--- src/rtl/clock_pkg.sv ---
// clock_pkg: alarm state type and time field widths shared by the clock blocks
package clock_pkg;
    typedef enum logic [1:0] {IDLE, RING, SNOOZE} state_t;
    localparam int HOUR_W = 5;
    localparam int MIN_W  = 6;
    localparam int SEC_W  = 6;
endpackage

--- src/rtl/alarm_ctrl_if.sv ---
// alarm_ctrl_if: time, alarm setting, button and buzzer signals around the alarm sequencer
interface alarm_ctrl_if;
    import clock_pkg::*;
    logic              sec_tick;
    logic [HOUR_W-1:0] cur_hour;
    logic [MIN_W-1:0]  cur_min;
    logic [SEC_W-1:0]  cur_sec;
    logic [HOUR_W-1:0] alarm_hour;
    logic [MIN_W-1:0]  alarm_min;
    logic              alarm_on;
    logic              stop_btn;
    logic              snooze_btn;
    logic              buzz_en;
    logic              ringing;
    logic              snoozing;
    modport master (
        output sec_tick, cur_hour, cur_min, cur_sec, alarm_hour, alarm_min,
        output alarm_on, stop_btn, snooze_btn,
        input  buzz_en, ringing, snoozing
    );
    modport slave (
        input  sec_tick, cur_hour, cur_min, cur_sec, alarm_hour, alarm_min,
        input  alarm_on, stop_btn, snooze_btn,
        output buzz_en, ringing, snoozing
    );
endinterface

--- src/rtl/alarm_ctrl_cadence_gen.sv ---
// cadence_gen: beep on/off cadence counter; `on` is the value for the cycle after this edge
module cadence_gen #(
    parameter int CYC_PER_100MS = 500,
    parameter int ON_UNITS      = 2,
    parameter int OFF_UNITS     = 2
) (
    input  logic CLK,
    input  logic RSTN,
    input  logic run,
    output logic on
);
    localparam int PERIOD = (ON_UNITS + OFF_UNITS) * CYC_PER_100MS;
    localparam int ON_CYC = ON_UNITS * CYC_PER_100MS;
    localparam int CW     = $clog2(PERIOD);
    logic [CW-1:0] cnt_q, cnt_d;
    always_comb cnt_d = !run ? '0 : (cnt_q == CW'(PERIOD - 1)) ? '0 : cnt_q + 1'b1;
    assign on = int'(cnt_d) < ON_CYC;
    always_ff @(posedge CLK or negedge RSTN) begin
        if (!RSTN) cnt_q <= '0;
        else       cnt_q <= cnt_d;
    end
endmodule

--- src/rtl/alarm_ctrl.sv ---
// alarm_ctrl: alarm match detection, ring/snooze sequencing and cadence-gated buzzer enable
module alarm_ctrl
    import clock_pkg::*;
#(
    parameter int CYC_PER_100MS = 500,
    parameter int ON_UNITS      = 2,
    parameter int OFF_UNITS     = 2,
    parameter int RING_SEC      = 60,
    parameter int SNOOZE_SEC    = 300,
    parameter int MAX_SNOOZE    = 3
) (
    input  logic         CLK,
    input  logic         RSTN,
    alarm_ctrl_if.slave  bus
);
    localparam int RW = $clog2(RING_SEC + 1);
    localparam int SW = $clog2(SNOOZE_SEC + 1);
    localparam int NW = $clog2(MAX_SNOOZE + 1);
    state_t        state_q, state_d;
    logic [RW-1:0] ring_cnt_q, ring_cnt_d;
    logic [SW-1:0] snz_cnt_q, snz_cnt_d;
    logic [NW-1:0] snooze_cnt_q, snooze_cnt_d;
    logic          match, match_q, trigger;
    logic          buzz_en_q, ringing_q, snoozing_q;
    logic          cad_run, cad_on;
    assign match   = bus.alarm_on && bus.cur_hour == bus.alarm_hour &&
                     bus.cur_min == bus.alarm_min && bus.cur_sec == '0;
    assign trigger = match && !match_q;
    always_comb begin
        state_d      = state_q;
        ring_cnt_d   = ring_cnt_q;
        snz_cnt_d    = snz_cnt_q;
        snooze_cnt_d = snooze_cnt_q;
        if (!bus.alarm_on) begin
            state_d = IDLE;
        end else if (state_q == IDLE) begin
            if (trigger) begin
                state_d      = RING;
                snooze_cnt_d = '0;
                ring_cnt_d   = RW'(RING_SEC);
            end
        end else if (bus.stop_btn) begin
            state_d = IDLE;
        end else if (state_q == RING) begin
            if (bus.snooze_btn && snooze_cnt_q < NW'(MAX_SNOOZE)) begin
                state_d      = SNOOZE;
                snooze_cnt_d = snooze_cnt_q + 1'b1;
                snz_cnt_d    = SW'(SNOOZE_SEC);
            end else if (bus.sec_tick && ring_cnt_q != '0) begin
                ring_cnt_d = ring_cnt_q - 1'b1;
                if (ring_cnt_q == RW'(1)) state_d = IDLE;
            end
        end else if (bus.sec_tick && snz_cnt_q != '0) begin
            snz_cnt_d = snz_cnt_q - 1'b1;
            if (snz_cnt_q == SW'(1)) begin
                state_d    = RING;
                ring_cnt_d = RW'(RING_SEC);
            end
        end
    end
    // Cadence only advances while staying in RING, so every RING entry starts at phase 0
    assign cad_run = state_q == RING && state_d == RING;
    cadence_gen #(
        .CYC_PER_100MS(CYC_PER_100MS),
        .ON_UNITS     (ON_UNITS),
        .OFF_UNITS    (OFF_UNITS)
    ) u_cadence (
        .CLK (CLK),
        .RSTN(RSTN),
        .run (cad_run),
        .on  (cad_on)
    );
    always_ff @(posedge CLK or negedge RSTN) begin
        if (!RSTN) begin
            state_q      <= IDLE;
            match_q      <= 1'b0;
            ring_cnt_q   <= '0;
            snz_cnt_q    <= '0;
            snooze_cnt_q <= '0;
            buzz_en_q    <= 1'b0;
            ringing_q    <= 1'b0;
            snoozing_q   <= 1'b0;
        end else begin
            state_q      <= state_d;
            match_q      <= match;
            ring_cnt_q   <= ring_cnt_d;
            snz_cnt_q    <= snz_cnt_d;
            snooze_cnt_q <= snooze_cnt_d;
            buzz_en_q    <= state_d == RING && cad_on;
            ringing_q    <= state_d == RING;
            snoozing_q   <= state_d == SNOOZE;
        end
    end
    assign bus.buzz_en  = buzz_en_q;
    assign bus.ringing  = ringing_q;
    assign bus.snoozing = snoozing_q;
endmodule

--- src/flat_wrapper.sv ---
// flat-port wrapper written by rule: the top's interface ports become plain ports
module alarm_ctrl_flat import clock_pkg::*;
#(
    parameter int CYC_PER_100MS = 500,
    parameter int ON_UNITS      = 2,
    parameter int OFF_UNITS     = 2,
    parameter int RING_SEC      = 60,
    parameter int SNOOZE_SEC    = 300,
    parameter int MAX_SNOOZE    = 3
)
  (CLK, RSTN, bus_sec_tick, bus_cur_hour, bus_cur_min, bus_cur_sec, bus_alarm_hour, bus_alarm_min, bus_alarm_on, bus_stop_btn, bus_snooze_btn, bus_buzz_en, bus_ringing, bus_snoozing);
  alarm_ctrl_if bus_i ();
  input  logic CLK;
  input  logic RSTN;
  input wire logic [$bits(bus_i.sec_tick)-1:0] bus_sec_tick;
  input wire logic [$bits(bus_i.cur_hour)-1:0] bus_cur_hour;
  input wire logic [$bits(bus_i.cur_min)-1:0] bus_cur_min;
  input wire logic [$bits(bus_i.cur_sec)-1:0] bus_cur_sec;
  input wire logic [$bits(bus_i.alarm_hour)-1:0] bus_alarm_hour;
  input wire logic [$bits(bus_i.alarm_min)-1:0] bus_alarm_min;
  input wire logic [$bits(bus_i.alarm_on)-1:0] bus_alarm_on;
  input wire logic [$bits(bus_i.stop_btn)-1:0] bus_stop_btn;
  input wire logic [$bits(bus_i.snooze_btn)-1:0] bus_snooze_btn;
  output wire logic [$bits(bus_i.buzz_en)-1:0] bus_buzz_en;
  output wire logic [$bits(bus_i.ringing)-1:0] bus_ringing;
  output wire logic [$bits(bus_i.snoozing)-1:0] bus_snoozing;
  assign bus_i.sec_tick = bus_sec_tick;
  assign bus_i.cur_hour = bus_cur_hour;
  assign bus_i.cur_min = bus_cur_min;
  assign bus_i.cur_sec = bus_cur_sec;
  assign bus_i.alarm_hour = bus_alarm_hour;
  assign bus_i.alarm_min = bus_alarm_min;
  assign bus_i.alarm_on = bus_alarm_on;
  assign bus_i.stop_btn = bus_stop_btn;
  assign bus_i.snooze_btn = bus_snooze_btn;
  assign bus_buzz_en = bus_i.buzz_en;
  assign bus_ringing = bus_i.ringing;
  assign bus_snoozing = bus_i.snoozing;
  alarm_ctrl #(.CYC_PER_100MS(CYC_PER_100MS), .ON_UNITS(ON_UNITS), .OFF_UNITS(OFF_UNITS), .RING_SEC(RING_SEC), .SNOOZE_SEC(SNOOZE_SEC), .MAX_SNOOZE(MAX_SNOOZE)) u_core (.CLK(CLK), .RSTN(RSTN), .bus(bus_i));
endmodule
--- config.mk ---
export PLATFORM = sky130hd
export DESIGN_NAME = alarm_ctrl_flat
export DESIGN_NICKNAME = d
export VERILOG_FILES = /design/src/rtl/clock_pkg.sv /design/src/rtl/alarm_ctrl_if.sv /design/src/rtl/alarm_ctrl_cadence_gen.sv /design/src/rtl/alarm_ctrl.sv /design/src/flat_wrapper.sv
export SDC_FILE = /design/constraint.sdc
export NUM_CORES = 1
export LEC_CHECK = 0
export ABC_CLOCK_PERIOD_IN_PS = 2600
export BUFFER_PORTS_ARGS = -buffer_cell sky130_fd_sc_hd__clkbuf_2
export CAP_MARGIN = 20
export CORE_ASPECT_RATIO = 0.5
export CORE_MARGIN = 1.5
export CORE_UTILIZATION = 35
export DETAILED_ROUTE_END_ITERATION = 16
export PLACE_DENSITY_LB_ADDON = 0.2
export SYNTH_ARGS = -nofsm -noshare
export SYNTH_HDL_FRONTEND = slang
export SYNTH_HIERARCHICAL = 1
export SYNTH_SLANG_ARGS = --single-unit
--- constraint.sdc ---
create_clock -name CLK -period 2.6 [get_ports CLK]
set_input_delay 0.26 -clock CLK [delete_from_list [all_inputs] [get_ports CLK]]
set_output_delay 0.26 -clock CLK [all_outputs]
set_load 0.005 [all_outputs]
==> run summary <==
Status = finished, final reports clean
Global-route congestion overflow total = 0
RSZ-0062 raised after global routing = no
Yosys top cell area share = 0.3782
Pins over their slew limit = 0
Max Freq = 418.5 MHz
HP Class = in -> async
Clock skew = 0.003265 ns
Routed WL = 4.908 mm
Period utilization = 0.9190
Crit Path Category = reg -> reg
Synth top cells by count = 34 x dfrtp_1, 22 x nor2_1, 19 x nand2_1
Most common cell in the synthesized netlist = dfrtp_1
Final hold viol count = 0
Area of the multi-input gates = 0.001318 mm2
Sw frac = 0.2113
Synth unique cells = 58
# Post-CTS Setup Buffers = 0
TritonCTS Buffers = 5
R2r worst-path depth = 10
PD cells = 478.6 mW/mm2
Finished Cell Area = 0.002691 mm2
Mapped Area = 0.002250 mm2
Placed Area = 0.002526 mm2
Core Region = 0.006131 mm2
Clock share of power = 0.526
Gate power share = 0.059
Post-Route Setup TNS = 0 ns
Leakage = 1.144 nW
Layout filler cell count = 602
Number of buffers added on ports = 36
H-tree Lvls = 2
Post-synth net total = 275
Initial core utilization = 0.3669
Peak supply drop = 235.8 uV
#FFs+latches synth = 34
CP Capture Type = flop
Dominant synthesized flop cell = dfrtp_1
Clk buf depth = 2
CP required = 2.77 ns
Vias = 1835
ANT nets after route = 0
Pin count of the biggest net entering global routing = 35
Clock Sink Count = 34
Chip width = 116.4 um
Clock transition at path regs = 0.06 ns
# IOs = 37
Net Switching = 272.1 uW
Die Footprint = 0.006947 mm2
Synth warn = 6
Crit-path max FO = 5
Die H = 59.69 um
Post-CTS Hold Fix Bufs = 0
FP Rows = 20
# setup viols final = 0
Fraction of layout cells with a size suffix above 1 = 0.2364
Clk Latency, worst-skew pair = 0.28 ns
Leading area contributor after synthesis = dfrtp_1
Reg2reg start = u_core/snz_cnt_q[0]$_DFFE_PN0P_
Area Overhead vs Synth = 19.63%
Storage cell area = 850.8 um2
Flop pwr share = 0.415
DRT iter0 DRCs = 47
DRC violations left = 0
Sequential area share after synthesis = 0.3782
CTS resizes = 0
Reg-to-reg slack, setup = 0.21 ns
1st-pass router iterations = 6
WL/cell = 13.52 um
Initial antenna violation count = 0
Reg2reg end = u_core/bus.buzz_en$_DFF_PN0_
Max_cap viols = 0
Data arrival, critical path = 2.56 ns
Cells after synthesis = 233
Vias per std cell = 5.055
GR Util All Layers = 0.1577
Top post-synthesis cells by area = dfrtp_1 38%, xor2_1 6.2%, ha_1 4.4%
Startpoint types = flop
Relative slew slack = 0.3975
HPWL Detailed = 3.612 mm
ANT cells = 0
Root Buffer Master = clkbuf_16
Vias in the first global route = 1843
Nets = 316
Internal power = 1.016 mW
Least-Margin Pin Slew = 0.9038 ns
Total chip power = 1.288 mW
Asr flop ratio synth = 1.000
TritonCTS clock tree = done
Syn Area/Cell = 9.655 um2
Post-synth EDFFs = 0
RD Place Congestion = 0.8097
First-pass GRT wire length = 8.411 mm
Final Critical Period = 2.390 ns
==> per-stage QoR <==
step	hold slack, ns	utilization	setup slack, ns	std cells
after floorplan	-0.03559	-	0.5047	233
after global placement	0.4263	0.4120	0.3251	355
after detailed placement	0.4286	0.4120	0.1995	355
after CTS	0.1352	0.4390	0.1833	363
after global routing	0.1726	0.4390	0.01636	363
final	0.1003	0.4390	0.2105	363
==> registers in the layout, summed over array words and instances (netlist names) <==
register / count
u_core/snooze_cnt_q: 2
u_core/match_q: 1
u_core/bus.ringing: 1
u_core/u_cadence/cnt_q: 11
u_core/snz_cnt_q: 9
u_core/bus.buzz_en: 1
u_core/ring_cnt_q: 6
u_core/bus.snoozing: 1
u_core/state_q: 2
==> kinds of logic (layout without fill, tap and decap cells) <==
| kind of cell | count (synthesis) | count (layout) | share of synthesized area |
|---|---|---|---|
| compound gates | 42 | 42 | 0.1502 |
| xor+xnor | 23 | 23 | 0.08954 |
| fa+ha+maj | 8 | 8 | 0.04450 |
| buf+inv | 17 | 59 | 0.03615 |
| flops | 34 | 34 | 0.3782 |
| mux | 4 | 4 | 0.02002 |
| simple gates | 105 | 105 | 0.2814 |
==> cell usage in the layout (no fill, tap or decap), drive strengths merged, types with 4 or more instances in the layout <==
cell type / n
clkbuf: 41
dfrtp: 34
nor2: 22
nand2: 19
xor2: 16
inv: 12
nor3: 11
a21oi: 9
o211ai: 8
ha: 8
nand4: 8
nand3: 8
xnor2: 7
nor2b: 5
and4: 5
o21ai: 5
nand2b: 4
and3: 4
==> worst max path at each step <==
stage / start / to / slack [ns]
after floorplan: u_core/snz_cnt_q[0]$_DFFE_PN0P_ / u_core/bus.buzz_en$_DFF_PN0_ / 0.50
after global placement: u_core/state_q[1]$_DFF_PN0_ / u_core/bus.buzz_en$_DFF_PN0_ / 0.33
after detailed placement: u_core/snz_cnt_q[0]$_DFFE_PN0P_ / u_core/bus.buzz_en$_DFF_PN0_ / 0.20
after CTS: u_core/snz_cnt_q[0]$_DFFE_PN0P_ / u_core/bus.buzz_en$_DFF_PN0_ / 0.18
after global routing: u_core/state_q[1]$_DFF_PN0_ / u_core/bus.buzz_en$_DFF_PN0_ / 0.02
final: u_core/snz_cnt_q[0]$_DFFE_PN0P_ / u_core/bus.buzz_en$_DFF_PN0_ / 0.21
==> power by group through the flow <==
stage                     sequential, mW  combinational (mW)  clock [mW]
after global placement             0.544              0.0754           0
after CTS                          0.535              0.0774       0.695
final                              0.535              0.0755       0.678
after global routing               0.535              0.0844       0.723
after detailed placement           0.544              0.0771           0
after floorplan                    0.544              0.0312           0
==> routing by layer <==
metal	part of all wire	track usage
met3	0.044	0.04057
met5	0	0
met2	0.46	0.2630
met4	0.0081	0.04530
met1	0.49	0.2055
==> layout make-up <==
type | count | share of cell area
clock buffers | 5 | 0.04649
flip-flops and latches | 34 | 0.3161
multi-input cells | 182 | 0.4895
inverters | 12 | 0.01674
clock inverters | 3 | 0.01488
well taps | 88 | 0.04091
repair buffers | 39 | 0.07531
==> worst max-delay path: stages, from the launching register on <==
cell,delay [ns]
dfrtp_1,0.40
inv_1,0.08
ha_1,0.25
nor2b_1,0.21
nand4_2,0.14
nor3b_1,0.19
a211oi_2,0.28
and2_1,0.29
a21boi_1,0.23
a31oi_1,0.06
and2_1,0.14
No activity file was read; power rests on OpenSTA's default activity.
